===== config.mk =====
export PLATFORM = sky130hd
export DESIGN_NAME = pwm_speed_ctrl
export DESIGN_NICKNAME = d
export VERILOG_FILES = /design/src/rtl/pwm_speed_pkg.sv /design/src/rtl/pwm_speed_ctrl_btn_debounce.sv /design/src/rtl/pwm_speed_ctrl.sv
export SDC_FILE = /design/constraint.sdc
export NUM_CORES = 1
export LEC_CHECK = 0
export ABC_AREA = 1
export BUFFER_PORTS_ARGS = -buffer_cell sky130_fd_sc_hd__buf_2
export CORE_MARGIN = 2
export CORE_UTILIZATION = 60
export CTS_CLUSTER_DIAMETER = 40
export DETAILED_ROUTE_END_ITERATION = 16
export PLACE_DENSITY_LB_ADDON = 0.3
export SYNTH_ARGS = -nofsm -noshare
export SYNTH_HDL_FRONTEND = slang
export SYNTH_SLANG_ARGS = --single-unit

===== constraint.sdc =====
create_clock -name clk -period 4.3 [get_ports clk]
set_clock_uncertainty 0.1 [all_clocks]
set_input_delay 0.645 -clock clk [delete_from_list [all_inputs] [get_ports clk]]
set_output_delay 0.645 -clock clk [all_outputs]
set_load 0.05 [all_outputs]

===== src/rtl/pwm_speed_pkg.sv =====
// Shared types and constants for the PWM speed control stage.
// Optional feature macro: PWM_SPEED_PRESET_EN (adds preset_valid/preset_val on the top).
package pwm_speed_pkg;

    localparam int SPEED_W = 3;
    localparam logic [SPEED_W-1:0] SPEED_MAX = 3'd7;

    typedef enum logic [1:0] {
        IDLE    = 2'd0,
        RAMP_UP = 2'd1,
        RAMP_DN = 2'd2
    } state_t;

    // Direction the ramp must move to bring speed onto goal; IDLE when already there.
    function automatic state_t ramp_dir(input logic [SPEED_W-1:0] goal,
                                        input logic [SPEED_W-1:0] speed);
        state_t dir;
        if (goal > speed) begin
            dir = RAMP_UP;
        end else if (goal < speed) begin
            dir = RAMP_DN;
        end else begin
            dir = IDLE;
        end
        return dir;
    endfunction

endpackage


===== src/rtl/pwm_speed_ctrl_btn_debounce.sv =====
// Raw push-button front end: 2-FF synchronizer, stability debouncer and a
// one-cycle press pulse on the debounced rising edge (release is silent).
module btn_debounce #(
    parameter int DEBOUNCE_CYCLES = 50000
) (
    input  logic clk,
    input  logic rst,
    input  logic btn,
    output logic press
);

    localparam int CNT_W = $clog2(DEBOUNCE_CYCLES);
    localparam logic [CNT_W-1:0] CNT_LAST = CNT_W'(DEBOUNCE_CYCLES - 1);

    logic             sync1;
    logic             sync2;
    logic             level;
    logic [CNT_W-1:0] cnt;

    // Bring the asynchronous button into the clk domain.
    always_ff @(posedge clk or posedge rst) begin
        if (rst) begin
            sync1 <= 1'b0;
            sync2 <= 1'b0;
        end else begin
            sync1 <= btn;
            sync2 <= sync1;
        end
    end

    // Accept a new level only after it has differed for DEBOUNCE_CYCLES consecutive cycles.
    always_ff @(posedge clk or posedge rst) begin
        if (rst) begin
            level <= 1'b0;
            cnt   <= '0;
            press <= 1'b0;
        end else begin
            press <= 1'b0;
            if (sync2 == level) begin
                cnt <= '0;
            end else if (cnt == CNT_LAST) begin
                level <= sync2;
                cnt   <= '0;
                press <= sync2;
            end else begin
                cnt <= cnt + CNT_W'(1);
            end
        end
    end

endmodule


===== src/rtl/pwm_speed_ctrl.sv =====
// PWM speed control stage: two debounced buttons set a saturating 3-bit target,
// and speed_out ramps toward it one code per RAMP_TICKS cycles. Disabling ramps
// speed to 0 before enable_out drops.
// Optional feature macro: PWM_SPEED_PRESET_EN adds preset_valid/preset_val, which
// load the target directly and take priority over button presses.
module pwm_speed_ctrl
    import pwm_speed_pkg::*;
#(
    parameter int DEBOUNCE_CYCLES = 50000,
    parameter int RAMP_TICKS      = 100000
) (
    input  logic               clk,
    input  logic               rst,
    input  logic               enable_in,
    input  logic               btn_up,
    input  logic               btn_dn,
    output logic [SPEED_W-1:0] speed_out,
    output logic               enable_out,
    output logic [SPEED_W-1:0] target,
    output logic               busy
`ifdef PWM_SPEED_PRESET_EN
    ,
    input  logic               preset_valid,
    input  logic [SPEED_W-1:0] preset_val
`endif
);

    localparam int TICK_W = (RAMP_TICKS > 1) ? $clog2(RAMP_TICKS) : 1;
    localparam logic [TICK_W-1:0] TICK_LAST = TICK_W'(RAMP_TICKS - 1);

    logic               up_press;
    logic               dn_press;
    logic [SPEED_W-1:0] target_next;
    logic [SPEED_W-1:0] goal;

    // Ramp FSM state; kept as a named signal so checkers can bind to it.
    state_t             state;
    state_t             state_next;
    logic [SPEED_W-1:0] speed_next;
    logic [TICK_W-1:0]  tick_cnt;
    logic [TICK_W-1:0]  tick_next;

    btn_debounce #(.DEBOUNCE_CYCLES(DEBOUNCE_CYCLES)) u_up (
        .clk   (clk),
        .rst   (rst),
        .btn   (btn_up),
        .press (up_press)
    );

    btn_debounce #(.DEBOUNCE_CYCLES(DEBOUNCE_CYCLES)) u_dn (
        .clk   (clk),
        .rst   (rst),
        .btn   (btn_dn),
        .press (dn_press)
    );

    // Next target: preset wins, simultaneous presses cancel, both ends saturate.
    always_comb begin
        target_next = target;
`ifdef PWM_SPEED_PRESET_EN
        if (preset_valid) begin
            target_next = preset_val;
        end else
`endif
        if (up_press && !dn_press && target != SPEED_MAX) begin
            target_next = target + SPEED_W'(1);
        end else if (dn_press && !up_press && target != '0) begin
            target_next = target - SPEED_W'(1);
        end
    end

    // Hold the target speed; it tracks the buttons even while disabled.
    always_ff @(posedge clk or posedge rst) begin
        if (rst) begin
            target <= '0;
        end else begin
            target <= target_next;
        end
    end

    assign goal = enable_in ? target : '0;

    // Ramp decision: reverse or stop immediately, otherwise step on terminal tick.
    always_comb begin
        state_next = state;
        speed_next = speed_out;
        tick_next  = tick_cnt;
        case (state)
            IDLE: begin
                state_next = ramp_dir(goal, speed_out);
                tick_next  = '0;
            end
            RAMP_UP, RAMP_DN: begin
                if (ramp_dir(goal, speed_out) != state) begin
                    state_next = ramp_dir(goal, speed_out);
                    tick_next  = '0;
                end else if (tick_cnt == TICK_LAST) begin
                    speed_next = (state == RAMP_UP) ? speed_out + SPEED_W'(1)
                                                    : speed_out - SPEED_W'(1);
                    state_next = ramp_dir(goal, speed_next);
                    tick_next  = '0;
                end else begin
                    tick_next = tick_cnt + TICK_W'(1);
                end
            end
            default: begin
                state_next = IDLE;
                tick_next  = '0;
            end
        endcase
    end

    // Ramp registers; busy is registered alongside state so it mirrors it exactly.
    always_ff @(posedge clk or posedge rst) begin
        if (rst) begin
            state     <= IDLE;
            speed_out <= '0;
            tick_cnt  <= '0;
            busy      <= 1'b0;
        end else begin
            state     <= state_next;
            speed_out <= speed_next;
            tick_cnt  <= tick_next;
            busy      <= (state_next != IDLE);
        end
    end

    // Keep the PWM stage enabled until the ramp has brought speed back to 0.
    always_ff @(posedge clk or posedge rst) begin
        if (rst) begin
            enable_out <= 1'b0;
        end else begin
            enable_out <= enable_in || (speed_out != '0);
        end
    end

endmodule


==> impl_metrics.json, run 1 <==
{
  "path_delay_family": "adder cells",
  "floorplan.initialDensity_pct": 62.3,
  "critical_path_peak_fanout": 4,
  "critical_path.most_common_cell": "sky130_fd_sc_hd__nand2_1",
  "path_type_of_the_worst_setup_path": "reg2reg",
  "detailroute.via_count": 2838,
  "clkSinkCount": 67,
  "global_route.usage.total_pct": 23.5,
  "firstDrtPassIters": 4,
  "clock_tree.root_cell": "sky130_fd_sc_hd__clkbuf_8",
  "fin_total_pwr_w": 0.00121,
  "syn-cell-area_um2": 3710,
  "via_count_of_the_first_global_routing_pass": 2925,
  "setup-tns-final_ps": 0,
  "ff2ff_setup_slack_ps": 1380,
  "worst_r2r_startpoint": "state[1]",
  "gr-total-overflow": 0,
  "crit_path_max_incr_delay_ps": 410,
  "route.detailed.wl_per_inst_um": 12.8,
  "die_area_um2": 6830,
  "fp-row-count": 28,
  "finalHoldViolCount": 0,
  "clkLatencyLatePin_ps": 340,
  "min_period_ps": 2920,
  "slew_headroom_pct": 52.1,
  "placement.io_buffers": 12,
  "synth.yosys.seq_area_share_pct": 45.2,
  "worst_margin_pin_slew_ps": 718,
  "mostFrequentLayoutCells": "sky130_fd_sc_hd__inv_1, sky130_fd_sc_hd__nand2_1, sky130_fd_sc_hd__dfrtp_1",
  "reg2regPathDepth": 16,
  "path_buf_inv": 3,
  "antenna_found_initial": 0,
  "synth_flop_cell": "sky130_fd_sc_hd__dfrtp_1",
  "syn_inst": 432,
  "min_period_over_period_pct": 67.8,
  "max_freq_mhz": 343,
  "cts_buffers": 9,
  "post_cts_resize_count": 0,
  "hold-worst-slack_ps": 249,
  "setup_repair_after_global_routing_missed_its_margin": "false",
  "peakVddDrop_mv": 0.226,
  "initialDrtViolationCount": 126,
  "wl_final_um": 6830,
  "tritoncts": "built",
  "chip_width_um": 82.7,
  "timing_max_transition_violations_final": 0,
  "maxCapViolations": 0,
  "status": "complete, no violations",
  "grt_start_max_net_pins": 36,
  "postCtsSetupRepairBufs": 0,
  "seq_cells_post_synth": 67,
  "num-nets-final": 474,
  "power.density_nw_per_um2": 299,
  "number_of_remaining_drc_errors": 0,
  "chipHeight_um": 82.7,
  "critPathSlowestCell": "sky130_fd_sc_hd__dfrtp_1",
  "boundaryPins": 13,
  "ys_async_sr_fraction_pct": 100,
  "critical_path.endpoint": "busy",
  "clock_tree.buffer_depth": 2,
  "synth_cell_types": 38,
  "critical_path.reg2reg.endpoint": "busy",
  "setup.worst_path.end_class": "register",
  "yosys_warnings": 0,
  "worstHoldPathType": "reg2reg",
  "post_syn_area_per_cell_um2": 8.59,
  "drtAntennaViolNets": 0,
  "num_antenna_cells": 0,
  "timing.critical_path.cells": "inv_1 > ha_1 > inv_1 > fa_1 > xnor2_1 > xor2_1 > inv_1 > ha_1 > nand2_1 > o21ai_0 > nand2_1 > o21ai_0 > nand2_1 > nand2_1 > nand2_1 > nand2_1",
  "maximum_level_of_the_cts_h_tree": 3,
  "synthesis.nets": 452,
  "routabilityCongestion": 0.903,
  "area_delta_synth_final_pct": 9.00,
  "drt-vias-per-instance": 5.31,
  "ctsHoldBuffers": 0,
  "critical_path_arrival_ps": 3100,
  "setup_viol_count_final": 0,
  "drive_gt1_share_pct": 16.3,
  "final_common_cell": "sky130_fd_sc_hd__inv_1",
  "start_kind": "register",
  "clkTransAtPathRegs_ps": 70,
  "startpoint": "state[1]",
  "first_pass_grt_wire_length_um": 12300,
  "layout.core_utilization_pct": 67.9,
  "power_leakage_nw": 1.92,
  "worstPathRequired_ps": 4480,
  "cp.depth": 16,
  "synth_edf_count": 0,
  "place_hpwl_um": 4840,
  "design.core.area_um2": 5960
}
## layer usage
layer / up-vias / GRT usage, % / share of wire [%] / wire length [um]
li1: 1441 / - / - / -
met2: 68 / 37.9 / 48 / 3260
met5: - / 0 / 0 / 0
met4: 0 / 12.3 / 1.6 / 107
met1: 1319 / 29.9 / 46 / 3180
met3: 10 / 4.89 / 4.2 / 287
## cells in the mapped netlist, types with 10 or more instances
| cell type | count | share of area [%] |
|---|---|---|
| sky130_fd_sc_hd__nor2_2 | 12 | 2.0 |
| sky130_fd_sc_hd__o21ai_0 | 17 | 2.3 |
| sky130_fd_sc_hd__nand3_1 | 19 | 2.6 |
| sky130_fd_sc_hd__nor2_1 | 35 | 3.5 |
| sky130_fd_sc_hd__xor2_1 | 10 | 2.4 |
| sky130_fd_sc_hd__inv_1 | 72 | 7.3 |
| sky130_fd_sc_hd__dfrtp_1 | 67 | 45 |
| sky130_fd_sc_hd__nor3_1 | 28 | 3.8 |
| sky130_fd_sc_hd__nand2_1 | 69 | 7.0 |
| sky130_fd_sc_hd__ha_1 | 13 | 4.4 |
| sky130_fd_sc_hd__a21oi_1 | 22 | 3.0 |
## cell type report
type                            count  area, um2
Sequential cell                    67       1680
Clock buffer                       12        155
Tap cell                           75       93.8
Inverter                           75        284
Multi-Input combinational cell    288       1720
Timing Repair Buffer               13       67.6
Clock inverter                      4       48.8
Fill cell                         474       1910
## worst min path at each step
stage,from,end,slack (ps),cells past startpoint
after floorplan,u_dn.sync1,u_dn.sync2,230,0
after global placement,u_up.sync1,u_up.sync2,230,0
after detailed placement,u_up.sync1,u_up.sync2,230,0
after CTS,u_up.sync1,u_up.sync2,250,0
after global routing,u_up.sync1,u_up.sync2,250,0
final,u_up.sync1,u_up.sync2,250,0
## state kept, by name, summed over array words and instances (netlist names)
| signal | flops |
|---|---|
| u_dn.press | 1 |
| u_dn.level | 1 |
| speed_out | 3 |
| u_up.sync2 | 1 |
| busy | 1 |
| target | 3 |
| enable_out | 1 |
| u_up.sync1 | 1 |
| state | 2 |
| u_up.press | 1 |
| u_dn.sync1 | 1 |
| tick_cnt | 17 |
| u_up.level | 1 |
| u_up.cnt | 16 |
| u_dn.cnt | 16 |
| u_dn.sync2 | 1 |
## stage by stage
step / setup slack (ps) / area, um2 / cells
global placement: 1650 / 3840 / 518
global route: 1100 / 4050 / 534
floorplan: 1730 / 3710 / 432
finish: 1380 / 4050 / 534
CTS: 1390 / 4050 / 534
detailed placement: 1460 / 3840 / 518
## cell families (layout without fill, tap and decap cells)
family	after synthesis	in the layout	synth area share (%)
compound gates	47	47	6.67
xor+xnor	14	14	3.30
fa+ha+maj	15	15	5.46
buf+inv	77	104	8.49
flops	67	67	45.2
mux	1	1	0.303
simple gates	211	211	30.6
## power breakdown
group | switching [W] | internal, W | leakage [nW]
combinational | 0.0000231 | 0.00000809 | 0.925
clock | 0.000241 | 0.000299 | 0.106
sequential | 0.00000419 | 0.000636 | 0.891
(Power assumes the default switching activity.)
==> run 2: changes to the inputs <==
clock period = 2.8 ns   (was 4.3 ns; I/O delays follow)
==> impl_metrics.json, run 2 (synthesized netlist as in run 1, its figures left out) <==
{
  "status": "complete, no violations",
  "min_delay_worst_endpoint": "u_dn.sync1",
  "min_period_ps": 2620,
  "slew_headroom_pct": 72.2,
  "dp_cells": 520,
  "gr-total-overflow": 0,
  "cts_buffers": 9,
  "timing.hold.worst.start": "btn_dn",
  "fin_total_pwr_w": 0.00193,
  "clkSinkCount": 67,
  "mostFrequentLayoutCells": "sky130_fd_sc_hd__inv_1, sky130_fd_sc_hd__nand2_1, sky130_fd_sc_hd__dfrtp_1",
  "num-nets-final": 478,
  "min_period_over_period_pct": 93.5,
  "setup.worst_path.end_class": "register",
  "timing_max_transition_violations_final": 0,
  "start_kind": "register",
  "reg2regPathDepth": 16,
  "worst_margin_pin_slew_ps": 416,
  "clkLatencyLatePin_ps": 340,
  "worstHoldPathType": "in2reg",
  "timing.hold.worst_path_depth": 1,
  "regs_by_ff_count": "tick_cnt: 17 flops, u_dn.cnt: 16 flops, u_up.cnt: 16 flops",
  "drive_gt1_share_pct": 17.4,
  "die_area_um2": 6830,
  "peakVddDrop_mv": 0.309,
  "placement.io_buffers": 12,
  "place_hpwl_um": 5060,
  "boundaryPins": 13,
  "num_antenna_cells": 0,
  "critPathSlowestCell": "sky130_fd_sc_hd__dfrtp_1",
  "finalHoldViolCount": 0,
  "chip_width_um": 82.7,
  "initialDrtViolationCount": 152,
  "layoutNonFillerInstCount": 536,
  "global_route.usage.total_pct": 22.3,
  "clock_tree.buffer_depth": 2,
  "worst_r2r_startpoint": "state[1]",
  "final_common_cell": "sky130_fd_sc_hd__inv_1",
  "max_freq_mhz": 382,
  "floorplan.initialDensity_pct": 62.3,
  "firstDrtPassIters": 4,
  "via_count_of_the_first_global_routing_pass": 2836,
  "largest_register_ff_count": 17,
  "detailroute.via_count": 2852,
  "setup_viol_count_final": 0,
  "grt_start_max_net_pins": 21,
  "path_type_of_the_worst_setup_path": "reg2reg",
  "first_pass_grt_wire_length_um": 11600,
  "drtAntennaViolNets": 0,
  "antenna_found_initial": 0,
  "crit_path_max_incr_delay_ps": 400,
  "area_delta_synth_final_pct": 10.6,
  "number_of_remaining_drc_errors": 0,
  "wl_final_um": 6770,
  "critical_path.most_common_cell": "sky130_fd_sc_hd__nand2_1",
  "tritoncts": "built",
  "worstPathRequired_ps": 2930,
  "fp-row-count": 28,
  "place_area_um2": 3860,
  "power_leakage_nw": 1.95,
  "clock_tree.root_cell": "sky130_fd_sc_hd__clkbuf_8",
  "power.density_nw_per_um2": 469,
  "maxCapViolations": 0,
  "clkTransAtPathRegs_ps": 80,
  "design.core.area_um2": 5960,
  "route.detailed.wl_per_inst_um": 12.6,
  "timing.critical_path.cells": "inv_1 > ha_2 > inv_1 > fa_2 > xnor2_2 > xor2_1 > inv_1 > ha_1 > a21oi_1 > o21ai_2 > nand2_1 > o21ai_1 > nand2_1 > nand2_1 > nand2_1 > nand2_1",
  "ff2ff_setup_slack_ps": 180,
  "hold-worst-slack_ps": 92.4,
  "layout.core_utilization_pct": 68.9,
  "routabilityCongestion": 0.954,
  "maximum_level_of_the_cts_h_tree": 3,
  "stdcell_area_um2": 4110,
  "critical_path_peak_fanout": 3,
  "critical_path_arrival_ps": 2750,
  "critical_path.reg2reg.endpoint": "busy",
  "drt-vias-per-instance": 5.32,
  "top_reg_by_flops": "tick_cnt",
  "chipHeight_um": 82.7
}
[run 2: power breakdown]
part	total [W]	switching, W	internal [W]
registers	0.000984	0.00000667	0.000977
clock network	0.000890	0.000349	0.000541
logic	0.0000519	0.0000366	0.0000153
[run 2: cell type report]
cell class	instances	area [um2]
Sequential cell	67	1680
Timing Repair Buffer	17	100
Fill cell	474	1850
Clock inverter	2	60.1
Clock buffer	12	155
Tap cell	75	93.8
Multi-Input combinational cell	288	1740
Inverter	75	284
[run 2: worst max path at each step]
| stage | start | endpoint | slack, ps |
|---|---|---|---|
| after floorplan | speed_out[0] | busy | 230 |
| after global placement | state[1] | busy | 150 |
| after detailed placement | state[1] | busy | 40 |
| after CTS | state[1] | busy | 7 |
| after global routing | state[1] | busy | -20 |
| final | state[1] | busy | 180 |
[run 2: per-stage QoR]
step           worst slack, ps  setup TNS (ps)
2_1_floorplan              233               0
3_3_place_gp               150               0
6_report                   182               0
3_5_place_dp              36.5               0
5_1_grt                  -19.8           -21.4
4_1_cts                   7.42               0
[run 2: per-layer routing]
layer	wire length, um	global-route usage [%]
met4	64	10.3
met3	246	4.57
met2	3270	37.3
met1	3190	27.8
met5	0	0
[run 2: what timing repair did]
action,4_1_cts,5_1_grt
hold buffers,1,0
setup endpoints to repair,0,3
gates resized for setup,0,7
endpoints found under the hold margin,17,0
buffers inserted,0,1
[run 2: critical path: cells and delay by family, from the launching register on]
kind | cells | cell delay (ps)
fa+ha+maj | 3 | 860
xor+xnor | 2 | 320
simple gates | 5 | 300
flops | 1 | 400
buf+inv | 3 | 220
compound gates | 3 | 300
==> run 3: changes to the inputs <==
CORE_ASPECT_RATIO = 1.25   (was not set)
CORE_UTILIZATION = 40   (was 60)
==> impl_metrics.json, run 3 (synthesized netlist as in run 1, its figures left out) <==
{
  "place_hpwl_um": 4990,
  "number_of_remaining_drc_errors": 0,
  "placement.io_buffers": 12,
  "maximum_level_of_the_cts_h_tree": 3,
  "num_antenna_cells": 0,
  "route.detailed.wl_per_inst_um": 11.8,
  "gr-total-overflow": 0,
  "slew_headroom_pct": 76.2,
  "firstDrtPassIters": 4,
  "grt_start_max_net_pins": 68,
  "power_leakage_nw": 1.99,
  "via_count_of_the_first_global_routing_pass": 2926,
  "first_pass_grt_wire_length_um": 12500,
  "setup_viol_count_final": 0,
  "path_type_of_the_worst_setup_path": "reg2reg",
  "top_reg_by_flops": "tick_cnt",
  "critical_path_arrival_ps": 2790,
  "peakVddDrop_mv": 0.306,
  "floorplan.initialDensity_pct": 40.9,
  "routabilityCongestion": 0.829,
  "worstHoldPathType": "in2async",
  "preCtsSetupSlack_ps": -14.0,
  "multi_input_comb_area_um2": 1750,
  "critical_path.most_common_cell": "sky130_fd_sc_hd__nand2_1",
  "antenna_found_initial": 0,
  "critPathSlowestCell": "sky130_fd_sc_hd__dfrtp_1",
  "timing_max_transition_violations_final": 0,
  "drive_gt1_share_pct": 18.0,
  "detailroute.via_count": 2853,
  "worstPathRequired_ps": 2960,
  "maxCapViolations": 0,
  "regs_by_ff_count": "tick_cnt: 17 flops, u_dn.cnt: 16 flops, u_up.cnt: 16 flops",
  "global_route.usage.total_pct": 15.0,
  "largest_register_ff_count": 17,
  "layout.filler_cells": 905,
  "critical_path_peak_fanout": 4,
  "seq_area_um2": 1680,
  "boundaryPins": 13,
  "chip_width_um": 90.2,
  "clock_tree.buffer_depth": 2,
  "worst_margin_pin_slew_ps": 353,
  "path_delay_family": "adder cells",
  "mostFrequentLayoutCells": "sky130_fd_sc_hd__inv_1, sky130_fd_sc_hd__nand2_1, sky130_fd_sc_hd__dfrtp_1",
  "start_kind": "register",
  "clock_tree.root_cell": "sky130_fd_sc_hd__clkbuf_16",
  "initialDrtViolationCount": 141,
  "area_delta_synth_final_pct": 14.9,
  "finalHoldViolCount": 0,
  "timing.critical_path.cells": "inv_2 > ha_2 > inv_1 > fa_2 > xnor2_2 > xor2_1 > inv_1 > ha_4 > nand2_1 > o21ai_2 > nand2_1 > o21ai_1 > nand2_1 > nand2_1 > nand2_1 > nand2_1",
  "status": "complete, no violations",
  "setup-tns-final_ps": 0,
  "final_common_cell": "sky130_fd_sc_hd__inv_1",
  "crit_path_max_incr_delay_ps": 420,
  "setup.worst_path.end_class": "register",
  "num-nets-final": 475,
  "clkLatencyLatePin_ps": 320,
  "fp-row-count": 39,
  "tritoncts": "built",
  "clkSinkCount": 67,
  "chipHeight_um": 112,
  "min_period_ps": 2630,
  "wl_final_um": 6860,
  "drt-vias-per-instance": 4.89,
  "power.density_nw_per_um2": 516,
  "clkTransAtPathRegs_ps": 50,
  "cts_buffers": 9,
  "drtAntennaViolNets": 0,
  "design.core.area_um2": 9080,
  "fin_total_pwr_w": 0.00220,
  "max_freq_mhz": 380,
  "ctsHoldBuffers": 0,
  "postLayoutSetupSlackWorst_ps": 172,
  "path_buf_inv": 3,
  "die_area_um2": 10100,
  "min_period_over_period_pct": 93.9
}
-- run 3: cell type report --
type,instances,share of cell area (%)
Clock inverter,6,1.88
Multi-Input combinational cell,288,41.1
Timing Repair Buffer,14,2.05
Sequential cell,67,39.3
Clock buffer,10,5.37
Inverter,75,6.66
Tap cell,123,3.61
-- run 3: where the power goes --
group | internal [W] | total, W | switching [W] | leakage [nW]
Clock | 0.000772 | 0.00116 | 0.000392 | 0.156
Combinational | 0.0000146 | 0.0000509 | 0.0000362 | 0.939
Sequential | 0.000979 | 0.000986 | 0.00000675 | 0.891
-- run 3: per-stage QoR --
| stage | area (um2) | util, % | cells | hold slack (ps) |
|---|---|---|---|---|
| 2_1_floorplan | 3710 | - | 432 | 231 |
| 3_3_place_gp | 3920 | 43.1 | 566 | 244 |
| 3_5_place_dp | 3920 | 43.1 | 566 | 248 |
| 6_report | 4260 | 47.0 | 583 | 61.1 |
| 4_1_cts | 4220 | 46.5 | 582 | 75.8 |
| 5_1_grt | 4260 | 47.0 | 583 | 90.7 |
-- run 3: what timing repair did --
| item | CTS | global route |
|---|---|---|
| endpoints found under the hold margin | 0 | 0 |
| resized for setup | 1 | 9 |
| setup endpoints to repair | 2 | 3 |
| pin swaps | 0 | 1 |
| buffers inserted | 0 | 1 |
-- run 3: final timing paths --
kind / startpoint / slack, ps / cells past startpoint / endpoint
worst max-delay path: state[1] / 170 / 16 / busy
worst min-delay path: rst / 60 / 3 / u_up.sync1
worst max register to register: state[1] / 170 / 16 / busy
worst min register to register: u_dn.sync1 / 260 / 0 / u_dn.sync2
max in group asynchronous: rst / 2260 / 3 / state[0]
min in group clk: btn_dn / 100 / 1 / u_dn.sync1
-- run 3: layer usage --
metal	wire length, um	share of wire (%)	vias up	track usage [%]
met5	0	0	-	0
met4	165	2.4	0	6.77
met3	184	2.7	16	3.04
met2	3360	49	46	24.8
met1	3160	46	1350	19.1
li1	-	-	1441	-
-- run 3: worst min-delay path, stage by stage --
cell and delay (ps):
sky130_fd_sc_hd__buf_2 100, sky130_fd_sc_hd__inv_2 60, sky130_fd_sc_hd__buf_12 300
